`src/rtl/legv8_mc_ctrl.sv`:
```
// Multicycle LEGv8 control FSM: decodes the IR opcode, sequences FETCH/DECODE/EXEC/MEM/WB
// with bounded memory wait-states. Optional retired-instruction counter under LEGV8_RETIRE_CNT_EN.
module legv8_mc_ctrl #(
   parameter int MEM_TIMEOUT = 15,
   parameter int CNT_W       = 4
) (
   input  logic        clk,
   input  logic        reset,
   input  logic [10:0] opcode,
   input  logic        imem_ready,
   input  logic        dmem_ready,
   output logic        imem_req,
   output logic        ir_write,
   output logic        pc_write,
   output logic        pc_branch,
   output logic        pc_uncond,
   output logic        reg2_loc,
   output logic        alu_src,
   output logic [1:0]  alu_op,
   output logic        mem_read,
   output logic        mem_write,
   output logic        mem_to_reg,
   output logic        reg_write,
   output logic        illegal,
   output logic        err,
   output logic [31:0] retired
);

   typedef enum logic [2:0] {S_FETCH, S_DECODE, S_EXEC, S_MEM, S_WB, S_ERR} state_t;
   typedef enum logic [2:0] {C_NONE, C_R, C_ADDI, C_LDUR, C_STUR, C_CBZ, C_B} class_t;

   localparam logic [CNT_W-1:0] WAIT_LAST = CNT_W'(MEM_TIMEOUT - 1);

   state_t           state, state_next;
   class_t           cls, dec_cls;
   logic [CNT_W-1:0] wait_cnt;
   logic             timeout_hit;
   logic             waiting;

   always_comb begin
      dec_cls = C_NONE;
      casez (opcode)
         11'b10001011000,
         11'b11001011000,
         11'b10001010000,
         11'b10101010000: dec_cls = C_R;
         11'b1001000100?: dec_cls = C_ADDI;
         11'b11111000010: dec_cls = C_LDUR;
         11'b11111000000: dec_cls = C_STUR;
         11'b10110100???: dec_cls = C_CBZ;
         11'b000101?????: dec_cls = C_B;
         default:         dec_cls = C_NONE;
      endcase
   end

   // The wait that would make the count reach MEM_TIMEOUT diverts to ERR instead.
   assign timeout_hit = (wait_cnt == WAIT_LAST);
   assign waiting     = ((state == S_FETCH) && !imem_ready) || ((state == S_MEM) && !dmem_ready);

   always_ff @(posedge clk or posedge reset) begin
      if (reset) begin
         state    <= S_FETCH;
         cls      <= C_NONE;
         wait_cnt <= '0;
         illegal  <= 1'b0;
         err      <= 1'b0;
      end else begin
         state <= state_next;
         if (state == S_DECODE)
            cls <= dec_cls;
         if (state_next != state)
            wait_cnt <= '0;
         else if (waiting)
            wait_cnt <= wait_cnt + 1'b1;
         if ((state == S_DECODE) && (dec_cls == C_NONE))
            illegal <= 1'b1;
         if ((state != S_ERR) && (state_next == S_ERR))
            err <= 1'b1;
      end
   end

   always_comb begin
      state_next = state;
      case (state)
         S_FETCH: begin
            if (imem_ready)
               state_next = S_DECODE;
            else if (timeout_hit)
               state_next = S_ERR;
         end
         S_DECODE: state_next = (dec_cls == C_NONE) ? S_FETCH : S_EXEC;
         S_EXEC: begin
            case (cls)
               C_R, C_ADDI:    state_next = S_WB;
               C_LDUR, C_STUR: state_next = S_MEM;
               default:        state_next = S_FETCH;
            endcase
         end
         S_MEM: begin
            if (dmem_ready)
               state_next = (cls == C_LDUR) ? S_WB : S_FETCH;
            else if (timeout_hit)
               state_next = S_ERR;
         end
         S_WB:    state_next = S_FETCH;
         S_ERR:   state_next = S_ERR;
         default: state_next = S_FETCH;
      endcase
   end

   // Reset gates every strobe so nothing stays asserted while reset is high.
   always_comb begin
      imem_req   = 1'b0;
      ir_write   = 1'b0;
      pc_write   = 1'b0;
      pc_branch  = 1'b0;
      pc_uncond  = 1'b0;
      reg2_loc   = 1'b0;
      alu_src    = 1'b0;
      alu_op     = 2'b00;
      mem_read   = 1'b0;
      mem_write  = 1'b0;
      mem_to_reg = 1'b0;
      reg_write  = 1'b0;
      if (!reset) begin
         if ((state == S_EXEC) || (state == S_MEM) || (state == S_WB)) begin
            reg2_loc = (cls == C_STUR) || (cls == C_CBZ);
            case (cls)
               C_R:                    alu_op  = 2'b10;
               C_ADDI, C_LDUR, C_STUR: alu_src = 1'b1;
               C_CBZ:                  alu_op  = 2'b01;
               default: ;
            endcase
         end
         case (state)
            S_FETCH: begin
               imem_req = 1'b1;
               ir_write = imem_ready;
               pc_write = imem_ready;
            end
            S_DECODE: reg2_loc = (dec_cls == C_STUR) || (dec_cls == C_CBZ);
            S_EXEC: begin
               pc_branch = (cls == C_CBZ);
               pc_uncond = (cls == C_B);
            end
            S_MEM: begin
               mem_read  = (cls == C_LDUR);
               mem_write = (cls == C_STUR);
            end
            S_WB: begin
               reg_write  = 1'b1;
               mem_to_reg = (cls == C_LDUR);
            end
            default: ;
         endcase
      end
   end

`ifdef LEGV8_RETIRE_CNT_EN
   logic retire_evt;

   assign retire_evt = (state == S_WB) ||
                       ((state == S_MEM) && (cls == C_STUR) && dmem_ready) ||
                       ((state == S_EXEC) && ((cls == C_CBZ) || (cls == C_B)));

   always_ff @(posedge clk or posedge reset) begin
      if (reset)
         retired <= 32'd0;
      else if (retire_evt)
         retired <= retired + 32'd1;
   end
`else
   assign retired = 32'd0;
`endif

endmodule
```
`config.mk`:
```
export PLATFORM = sky130hd
export DESIGN_NAME = legv8_mc_ctrl
export DESIGN_NICKNAME = d
export VERILOG_FILES = /design/src/rtl/legv8_mc_ctrl.sv
export SDC_FILE = /design/constraint.sdc
export NUM_CORES = 1
export LEC_CHECK = 0
export ABC_AREA = 1
export CORE_AREA = 5 5 69 56
export CTS_BUF_LIST = sky130_fd_sc_hd__clkbuf_2
export CTS_CLUSTER_SIZE = 30
export DETAILED_ROUTE_END_ITERATION = 12
export DIE_AREA = 0 0 74 61
export GPL_TIMING_DRIVEN = 0
export PLACE_DENSITY = 0.89
export SYNTH_ARGS = -nofsm -noshare
export SYNTH_HDL_FRONTEND = slang
export SYNTH_SLANG_ARGS = --single-unit
```
`constraint.sdc`:
```
create_clock -name clk -period 2.02 [get_ports clk]
set_clock_uncertainty 0.1 [all_clocks]
set_input_delay 0.404 -clock clk [delete_from_list [all_inputs] [get_ports clk]]
set_output_delay 0.404 -clock clk [all_outputs]
set_load 0.03 [all_outputs]
```
==> results of run 1 <==
-- power by group --
| group | switching [mW] | internal, mW | total, mW |
|---|---|---|---|
| clock | 0.0717 | 0.0405 | 0.112 |
| sequential | 0.0205 | 0.257 | 0.277 |
| combinational | 0.203 | 0.120 | 0.323 |
| total | 0.295 | 0.417 | 0.712 |
-- registers in the layout, indices dropped and copies added, names as in the netlist --
name	cells
err	1
wait_cnt	4
cls	3
illegal	1
state	3
-- worst min path at each step --
stage / from / end / slack (ns) / cells past startpoint
global route: reset / cls[2] / 0.25 / 3
CTS: reset / illegal / 0.22 / 3
floorplan: wait_cnt[3] / wait_cnt[3] / 0.42 / 2
finish: reset / cls[2] / 0.23 / 3
detailed placement: err / err / 0.35 / 2
global placement: err / err / 0.35 / 2
-- timing repair --
item / CTS / global route
resized for setup: 81 / 44
pin swaps: 0 / 9
endpoints found under the setup margin: 13 / 13
setup buffers: 4 / 7
-- metal layers --
metal,up-vias,track usage,share of wire
li1,705,-,-
met1,624,0.182,0.42
met2,56,0.239,0.50
met3,2,0.0149,0.073
met4,0,0.0233,0.0076
met5,-,0,0
-- final cells by class --
cell class	instances	area [µm²]
buffer	34	253
clock buffer	3	15.0
fill	286	1230
inverter	24	93.8
multi-input combinational	158	833
sequential	12	302
tap	40	50.0
timing repair buffer	39	350
-- kinds of logic (layout without fill, tap and decap cells) --
family | after synthesis | count (layout) | synth area share
fa+ha+maj | 2 | 2 | 0.0200
other cells | 1 | 32 | 0.00300
flops | 12 | 12 | 0.240
buf+inv | 58 | 100 | 0.273
compound gates | 13 | 13 | 0.0701
simple gates | 108 | 108 | 0.372
xor+xnor | 3 | 3 | 0.0210
-- per-stage QoR --
stage | worst slack (ns) | instances
final | -0.0292 | 310
after floorplan | -0.129 | 228
after global placement | -0.784 | 296
after global routing | -0.102 | 310
after detailed placement | -0.792 | 296
after CTS | -0.193 | 303
-- critical path, cell delays in order (launching register included) --
cell and delay, ns:
dfrtp_1 0.46, nand2_2 0.16, nor2_4 0.05, buf_4 0.16, a311oi_2 0.26, buf_4 0.20
-- cells in the mapped netlist, types with 2 or more instances --
cell,n
a21oi_1,2
buf_4,33
dfrtp_1,12
ha_1,2
inv_1,24
nand2_1,45
nand3_1,13
nand4_1,5
nor2_1,31
nor2_2,3
nor3_1,6
nor4_1,2
o21a_1,2
o21ai_0,4
xor2_1,3
==> impl_metrics.env, run 1 <==
export IMPL_status="complete, but fails checks"
export IMPL_violations="negative setup slack"
export IMPL_synthToLayoutAreaGrowth_pct=51.8
export IMPL_final_cell_mix="buf_4, nand2_1, conb_1, nor2_1, inv_1"
export IMPL_drv_slew=0
export IMPL_fin_hold_ws_ns=0.226
export IMPL_die_area_mm2=0.00451
export IMPL_grt_pass1_wl_mm=4.86
export IMPL_clk_path_buf_depth=2
export IMPL_cts_hold_buf=0
export IMPL_fin_tns_setup_ns=-0.0292
export IMPL_pin_count=62
export IMPL_grt_overflow_total=0
export IMPL_ir_worst_vdd_mv=0.200
export IMPL_start_util=0.399
export IMPL_vias=1387
export IMPL_gp_congestion=0.871
export IMPL_end_kind="output pin"
export IMPL_clockRootBuffer="clkbuf_2"
export IMPL_cts_tree="yes"
export IMPL_route_detailed_drc=0
export IMPL_die_x_um=74
export IMPL_avgSynthCellArea_um2=6.34
export IMPL_totalPowerFinal_mw=0.712
export IMPL_path_class="register to output pin"
export IMPL_synth_warnings=0
export IMPL_cp_required_ns=1.52
export IMPL_firstDrtPassIters=4
export IMPL_crit_start="state[0]"
export IMPL_cts_sinks=12
export IMPL_r2r_end="wait_cnt[2]"
export IMPL_final_area_mm2=0.00190
export IMPL_dpl_instance_area_mm2=0.00172
export IMPL_die_y_um=61
export IMPL_clk_pin_slew_worst_paths_ns=0.11
export IMPL_insertion_delay_ns=0.25
export IMPL_r2r_setup_slack_ns=0.23
export IMPL_arrival_ns=1.55
export IMPL_drt_first_iter_violations=113
export IMPL_fin_ws_ns=-0.0292
export IMPL_synth_top_area_share=0.240
export IMPL_htreeDepth=1
export IMPL_antenna_left=0
export IMPL_grtUsageTotal=0.135
export IMPL_final_hold_viol_count=0
export IMPL_portBuffers=28
export IMPL_hold_class="input pin to asynchronous set/reset pin"
export IMPL_wire_per_inst_um=11.5
export IMPL_grt_max_degree=13
export IMPL_synth_seq_cells=12
export IMPL_via_per_inst=4.47
export IMPL_ys_async_sr_fraction=1.00
export IMPL_synth_edf_count=0
export IMPL_core_mm2=0.00313
export IMPL_start_kind="register"
export IMPL_synth_area_mm2=0.00125
export IMPL_yosysTopAreaCell="dfrtp_1"
export IMPL_final_common_cell="buf_4"
export IMPL_drive_above_1_share=0.370
export IMPL_wirelength_mm=3.56
export IMPL_fin_crit_ns=2.05
export IMPL_antenna_found_initial=0
export IMPL_synth_distinct_cells=25
export IMPL_reg2reg_from="state[2]"
export IMPL_crit_path_end="reg2_loc"
export IMPL_synthTopCellsByArea="dfrtp_1, buf_4, nand2_1"
export IMPL_grt_pass1_vias=1144
export IMPL_syn_inst=197
export IMPL_rows=18
export IMPL_nNetsFinal=289
export IMPL_diodes=0
export IMPL_fmax_ghz=0.488
export IMPL_total_leakage_power_nw=1.12
export IMPL_hpwl_mm=2.51
export IMPL_synth_ff_type="dfrtp_1"
export IMPL_rsz0062_at_grt="true"
export IMPL_ys_seq_area_frac=0.240
export IMPL_cts_buffers=3
export IMPL_post_route_period_util=1.01
export IMPL_final_core_util=0.606
export IMPL_p_per_area_mw_per_mm2=375
export IMPL_worstPathMaxFanout=9
export IMPL_setup_viol=1
export IMPL_max_cap_viol_count=0
export IMPL_ff2ff_path_depth=11
No activity file was read; power rests on OpenSTA's default activity.
==> run 2, diff against run 1 <==
Settings changed: CAP_MARGIN set to 10.
==> results of run 2 <==
The final DEF is identical to that of run 1; final timing and power are the same.
==> run 3, diff against run 2 <==
Settings changed: GPL_TIMING_DRIVEN 0 to not set, PLACE_DENSITY 0.89 to 0.86, SKIP_LAST_GASP set to 1.
==> impl_metrics.env, run 3 (same netlist as run 1, synthesis figures left out) <==
export IMPL_wire_per_inst_um=13.5
export IMPL_slowest_delay_ns=0.27
export IMPL_gp_congestion=0.857
export IMPL_core_mm2=0.00313
export IMPL_fin_ws_ns=-0.105
export IMPL_die_x_um=74
export IMPL_final_common_cell="buf_4"
export IMPL_p_per_area_mw_per_mm2=386
export IMPL_min_path_cells=2
export IMPL_violations="negative setup slack"
export IMPL_diodes=0
export IMPL_grt_pass1_vias=1261
export IMPL_top_register="wait_cnt"
export IMPL_cp_required_ns=1.52
export IMPL_dp_cells=277
export IMPL_ir_worst_vdd_mv=0.160
export IMPL_max_cap_viol_count=0
export IMPL_wirelength_mm=4.12
export IMPL_die_area_mm2=0.00451
export IMPL_clk_path_buf_depth=2
export IMPL_grt_overflow_total=0
export IMPL_grt_max_degree=13
export IMPL_cts_buffers=3
export IMPL_cp_top_family="buffers and inverters"
export IMPL_fillerInstances=263
export IMPL_clk_pin_slew_worst_paths_ns=0.11
export IMPL_critPathSlowestCell="dlygate4sd2_1"
export IMPL_comb_power_share=0.446
export IMPL_swShare=0.435
export IMPL_cts_tree="yes"
export IMPL_largest_register_ffs=4
export IMPL_critical_path_most_common_cell="buf_4"
export IMPL_end_kind="output pin"
export IMPL_vias=1494
export IMPL_antenna_left=0
export IMPL_fin_hold_ws_ns=0.389
export IMPL_synthToLayoutAreaGrowth_pct=47.7
export IMPL_grt_pass1_wl_mm=5.41
export IMPL_insertion_delay_ns=0.25
export IMPL_grtUsageTotal=0.153
export IMPL_drt_first_iter_violations=158
export IMPL_status="complete, but fails checks"
export IMPL_pwr_share_seq=0.394
export IMPL_final_core_util=0.590
export IMPL_rows=18
export IMPL_cts_sinks=12
export IMPL_total_leakage_power_nw=0.986
export IMPL_ff2ff_path_depth=7
export IMPL_multi_input_area_um2=862
export IMPL_start_kind="input pin"
export IMPL_path_class="input pin to output pin"
export IMPL_clockRootBuffer="clkbuf_2"
export IMPL_final_hold_viol_count=0
export IMPL_portBuffers=29
export IMPL_hold_class="register to register"
export IMPL_arrival_ns=1.62
export IMPL_drive_above_1_share=0.383
export IMPL_crit_chain="dlygate4sd2_1 > inv_2 > buf_4 > nor2_2 > nand3_2 > a311oi_2 > buf_4"
export IMPL_crit_cells=7
export IMPL_worstPathMaxFanout=3
export IMPL_stdcell_count=304
export IMPL_via_per_inst=4.91
export IMPL_crit_buf_inv=4
export IMPL_rsz0062_at_grt="true"
export IMPL_drv_slew=0
export IMPL_start_util=0.399
export IMPL_setup_viol=5
export IMPL_fmax_ghz=0.471
export IMPL_route_detailed_drc=0
export IMPL_nNetsFinal=283
export IMPL_antenna_found_initial=0
export IMPL_switchingPower_mw=0.310
export IMPL_regArea_um2=303
export IMPL_die_y_um=61
export IMPL_top_regs="wait_cnt: 4 flops, cls: 3 flops, state: 3 flops"
export IMPL_final_cell_mix="buf_4, nand2_1, conb_1, nor2_1, inv_1"
export IMPL_firstDrtPassIters=4
export IMPL_intPower_mw=0.403
export IMPL_pre_cts_ws_ns=-0.252
export IMPL_post_route_period_util=1.05
export IMPL_pin_count=62
export IMPL_hpwl_mm=2.39
export IMPL_fin_crit_ns=2.13
export IMPL_p_clk_frac=0.160
export IMPL_htreeDepth=1
## run 3: timing repair
| item | in CTS | in global routing |
|---|---|---|
| endpoints found under the hold margin | 0 | 0 |
| buffers inserted | 18 | 6 |
| setup endpoints to repair | 4 | 14 |
| resized for setup | 32 | 28 |
| pin swaps | 10 | 6 |
| hold buffers | 0 | 0 |
## run 3: final timing paths
kind	startpoint	to	slack (ns)
min reg2reg	err	err	0.39
max	opcode[5]	reg2_loc	-0.11
max reg2reg	cls[1]	wait_cnt[2]	0.29
min in group asynchronous	reset	cls[2]	0.46
max in group asynchronous	reset	state[0]	1.20
min	err	err	0.39
## run 3: tightest hold or removal path, stage by stage (launching register included)
cell	delay, ns
dfrtp_1	0.37
inv_1	0.04
nand2_1	0.05
## run 3: final cells by class
type,count,share of cell area
well taps,40,0.0271
inverters,24,0.0488
flip-flops and latches,12,0.164
repair buffers,67,0.285
clock buffers,3,0.00813
multi-input cells,158,0.467
## run 3: per-stage QoR
stage / area [µm²] / power [mW] / TNS, ns
after global routing: 1850 / 0.748 / -0.863
final: 1850 / 0.713 / -0.290
after CTS: 1730 / 0.669 / -0.0159
after floorplan: 1390 / 0.506 / -0.129
after detailed placement: 1550 / 0.536 / -0.521
after global placement: 1550 / 0.531 / -0.462
## run 3: layer usage
metal,wire [µm],GRT usage
met5,0,0
met1,1540,0.191
met2,1970,0.283
met3,527,0.0149
met4,84,0.0413
## run 3: power by group through the flow
stage	combinational (mW)	clock [mW]	sequential, mW
global route	0.341	0.125	0.283
floorplan	0.230	0	0.276
finish	0.318	0.114	0.281
detailed placement	0.256	0	0.280
CTS	0.281	0.112	0.276
global placement	0.252	0	0.279
==> edit: new RTL, config.mk and constraints of run 3 <==
Re-encode `state_t` (6 states) as one-hot, 6 bits wide.
--- a/src/rtl/legv8_mc_ctrl.sv
+++ b/src/rtl/legv8_mc_ctrl.sv
@@ -26,7 +26,7 @@
    output logic [31:0] retired
 );
 
-   typedef enum logic [2:0] {S_FETCH, S_DECODE, S_EXEC, S_MEM, S_WB, S_ERR} state_t;
+   typedef enum logic [5:0] {S_FETCH = 6'b000001, S_DECODE = 6'b000010, S_EXEC = 6'b000100, S_MEM = 6'b001000, S_WB = 6'b010000, S_ERR = 6'b100000} state_t;
    typedef enum logic [2:0] {C_NONE, C_R, C_ADDI, C_LDUR, C_STUR, C_CBZ, C_B} class_t;
 
    localparam logic [CNT_W-1:0] WAIT_LAST = CNT_W'(MEM_TIMEOUT - 1);
Formal check against the unedited RTL: no difference found for any inputs over 10 cycles, from zero or initial values and one cycle with reset high; not proved beyond that.
==> edit against run 3 <==
The flow still finishes with violations (negative setup slack); power rose by 110%; synthesized area rose by 26%; setup slack got worse by 120 ps; global-route usage rose by 3.6 points; final area rose by 23%; sequential cell count rose by 3; register-to-register slack got worse by 280 ps; first-iteration DRC count fell by 3.8%; via count rose by 13%; routed wire length rose by 8.0%; combinational power rose to 2.9 times the old value; core utilization rose by 14 points; largest power group unchanged; highest routed layer unchanged.
==> edit: results (changes against run 3) <==
timing:
  setup-tns-final_ps: -1349  # -1060 ps
  fin_ws_ps: -220.6  # -115.3 ps
  setup_viol: 14  # +9
  holdWs_ps: 329.2  # -59.49 ps
layout:
  ff_latch_area_um2: 379.1  # +25%
  nMultiInputCombCells: 186  # +18%
  multi_input_area_mm2: 0.001086  # +26%
  reg_top3: "state: 6 flops, wait_cnt: 4 flops, cls: 3 flops"
  fillCellCount: 232  # -12%
  nets: 332  # +17%
  layout.nonclk_buf_frac: 0.2554  # -0.02986
  buffers: 68  # +1.5%
  final_layout_size_suffix_gt1_frac: 0.3822  # -0.0004102
logic_synthesis:
  syn-mean-instance-area_um2: 6.409  # +1.0%
  ys_types: 29  # +16%
  synth-compound-area-share: 0.05635  # -0.01372
  synth_area_leaders: "dfrtp_1, buf_4, nand2_1"
  ys_top_cells_by_count: "nand2_1, nor2_1, inv_1"
  synth-xor-area-share: 0.01667  # -0.004354
  ys_seq_elements: 15  # +3
  synth_fa_ha_area_frac: 0.01587  # -0.004147
  netlist_area_mm2: 0.001577  # +26%
  seq_area_frac_synth: 0.2389  # -0.001351
worst_setup_path:
  ff2ff_path_depth: 14  # +7
  reg2reg_slack_ps: 10  # -280 ps
  critPathArrivalTime_ps: 1740  # +120 ps
  max_stage_delay_ps: 440  # +170 ps
  r2r_start: "state[5]"
  crit_path_top_delay_cell: "dfrtp_1"
  cp_top_family: "flip-flops"
power:
  p_int_uw: 753.3  # +87%
  total_power_mw: 1.470  # +110%
  vdd.ir_drop.worst_v: 0.0003114  # +95%
  p_per_area_mw_per_mm2: 646.5  # +67%
  combPwrFrac: 0.620  # +0.174
  p_leak_nw: 1.213  # +23%
  power_frac_clock: 0.101  # -0.059
placed_design:
  gp_congestion: 0.8657  # +1.1%
  pre_cts_ws_ps: -413.3  # -160.9 ps
  port_buffers: 29  # unchanged
  placed_area_mm2: 0.001918  # +24%
  dp_hpwl_um: 3095  # +29%
global_routing:
  first_global_vias: 1477  # +17%
  grt_antenna_before_repair: 0  # unchanged
  grt_usage: 0.1888  # +0.03580
  grt_pass1_wl_um: 6465  # +20%
  grt_start_max_net_pins: 16  # +3
routing:
  routed_wl_um: 4449  # +8.0%
  routed-via-count: 1687  # +13%
  wl_per_cell_um: 12.57  # -7.2%
  drtIter0Drc: 152  # -3.8%
clock_network:
  clk_pin_slew_ps: 150  # +40 ps
run_status:
  violations: "negative setup slack"
  status: "finished, violations left"
worst_hold_path:
  hp-class: "input port to asynchronous set/reset pin"
-- edit: cell count changes in the layout (fill, tap and decap cells not counted), sizes merged, moves of 4 or more --
| cell | delta |
|---|---|
| nand3 | +5 |
| nand2 | +13 |
| dlygate4sd2 | +4 |
| nor2 | +11 |
| inv | +16 |
-- edit: worst max path at each step --
stage / from / end / slack (ps)
after floorplan: state[4] / mem_read / 2
after global placement: opcode[5] / reg2_loc / -360
after detailed placement: opcode[4] / reg2_loc / -410
after CTS: state[5] / reg2_loc / -220
after global routing: state[1] / reg2_loc / -350
final: state[1] / reg2_loc / -220
-- edit: layer usage --
layer,vias up,wire length [um],share of wire,track usage
met5,-,0,0,0
met4,0,168,0.038,0.08527
met2,77,2224,0.50,0.3409
met3,20,325,0.073,0.02980
li1,824,-,-,-
met1,766,1731,0.39,0.2216
-- edit: timing repair --
item,4_1_cts,5_1_grt
hold buffers,0,0
pin swaps,12,11
gates resized for setup,51,22
gates cloned,0,0
setup endpoints to repair,13,17
setup buffers,12,8
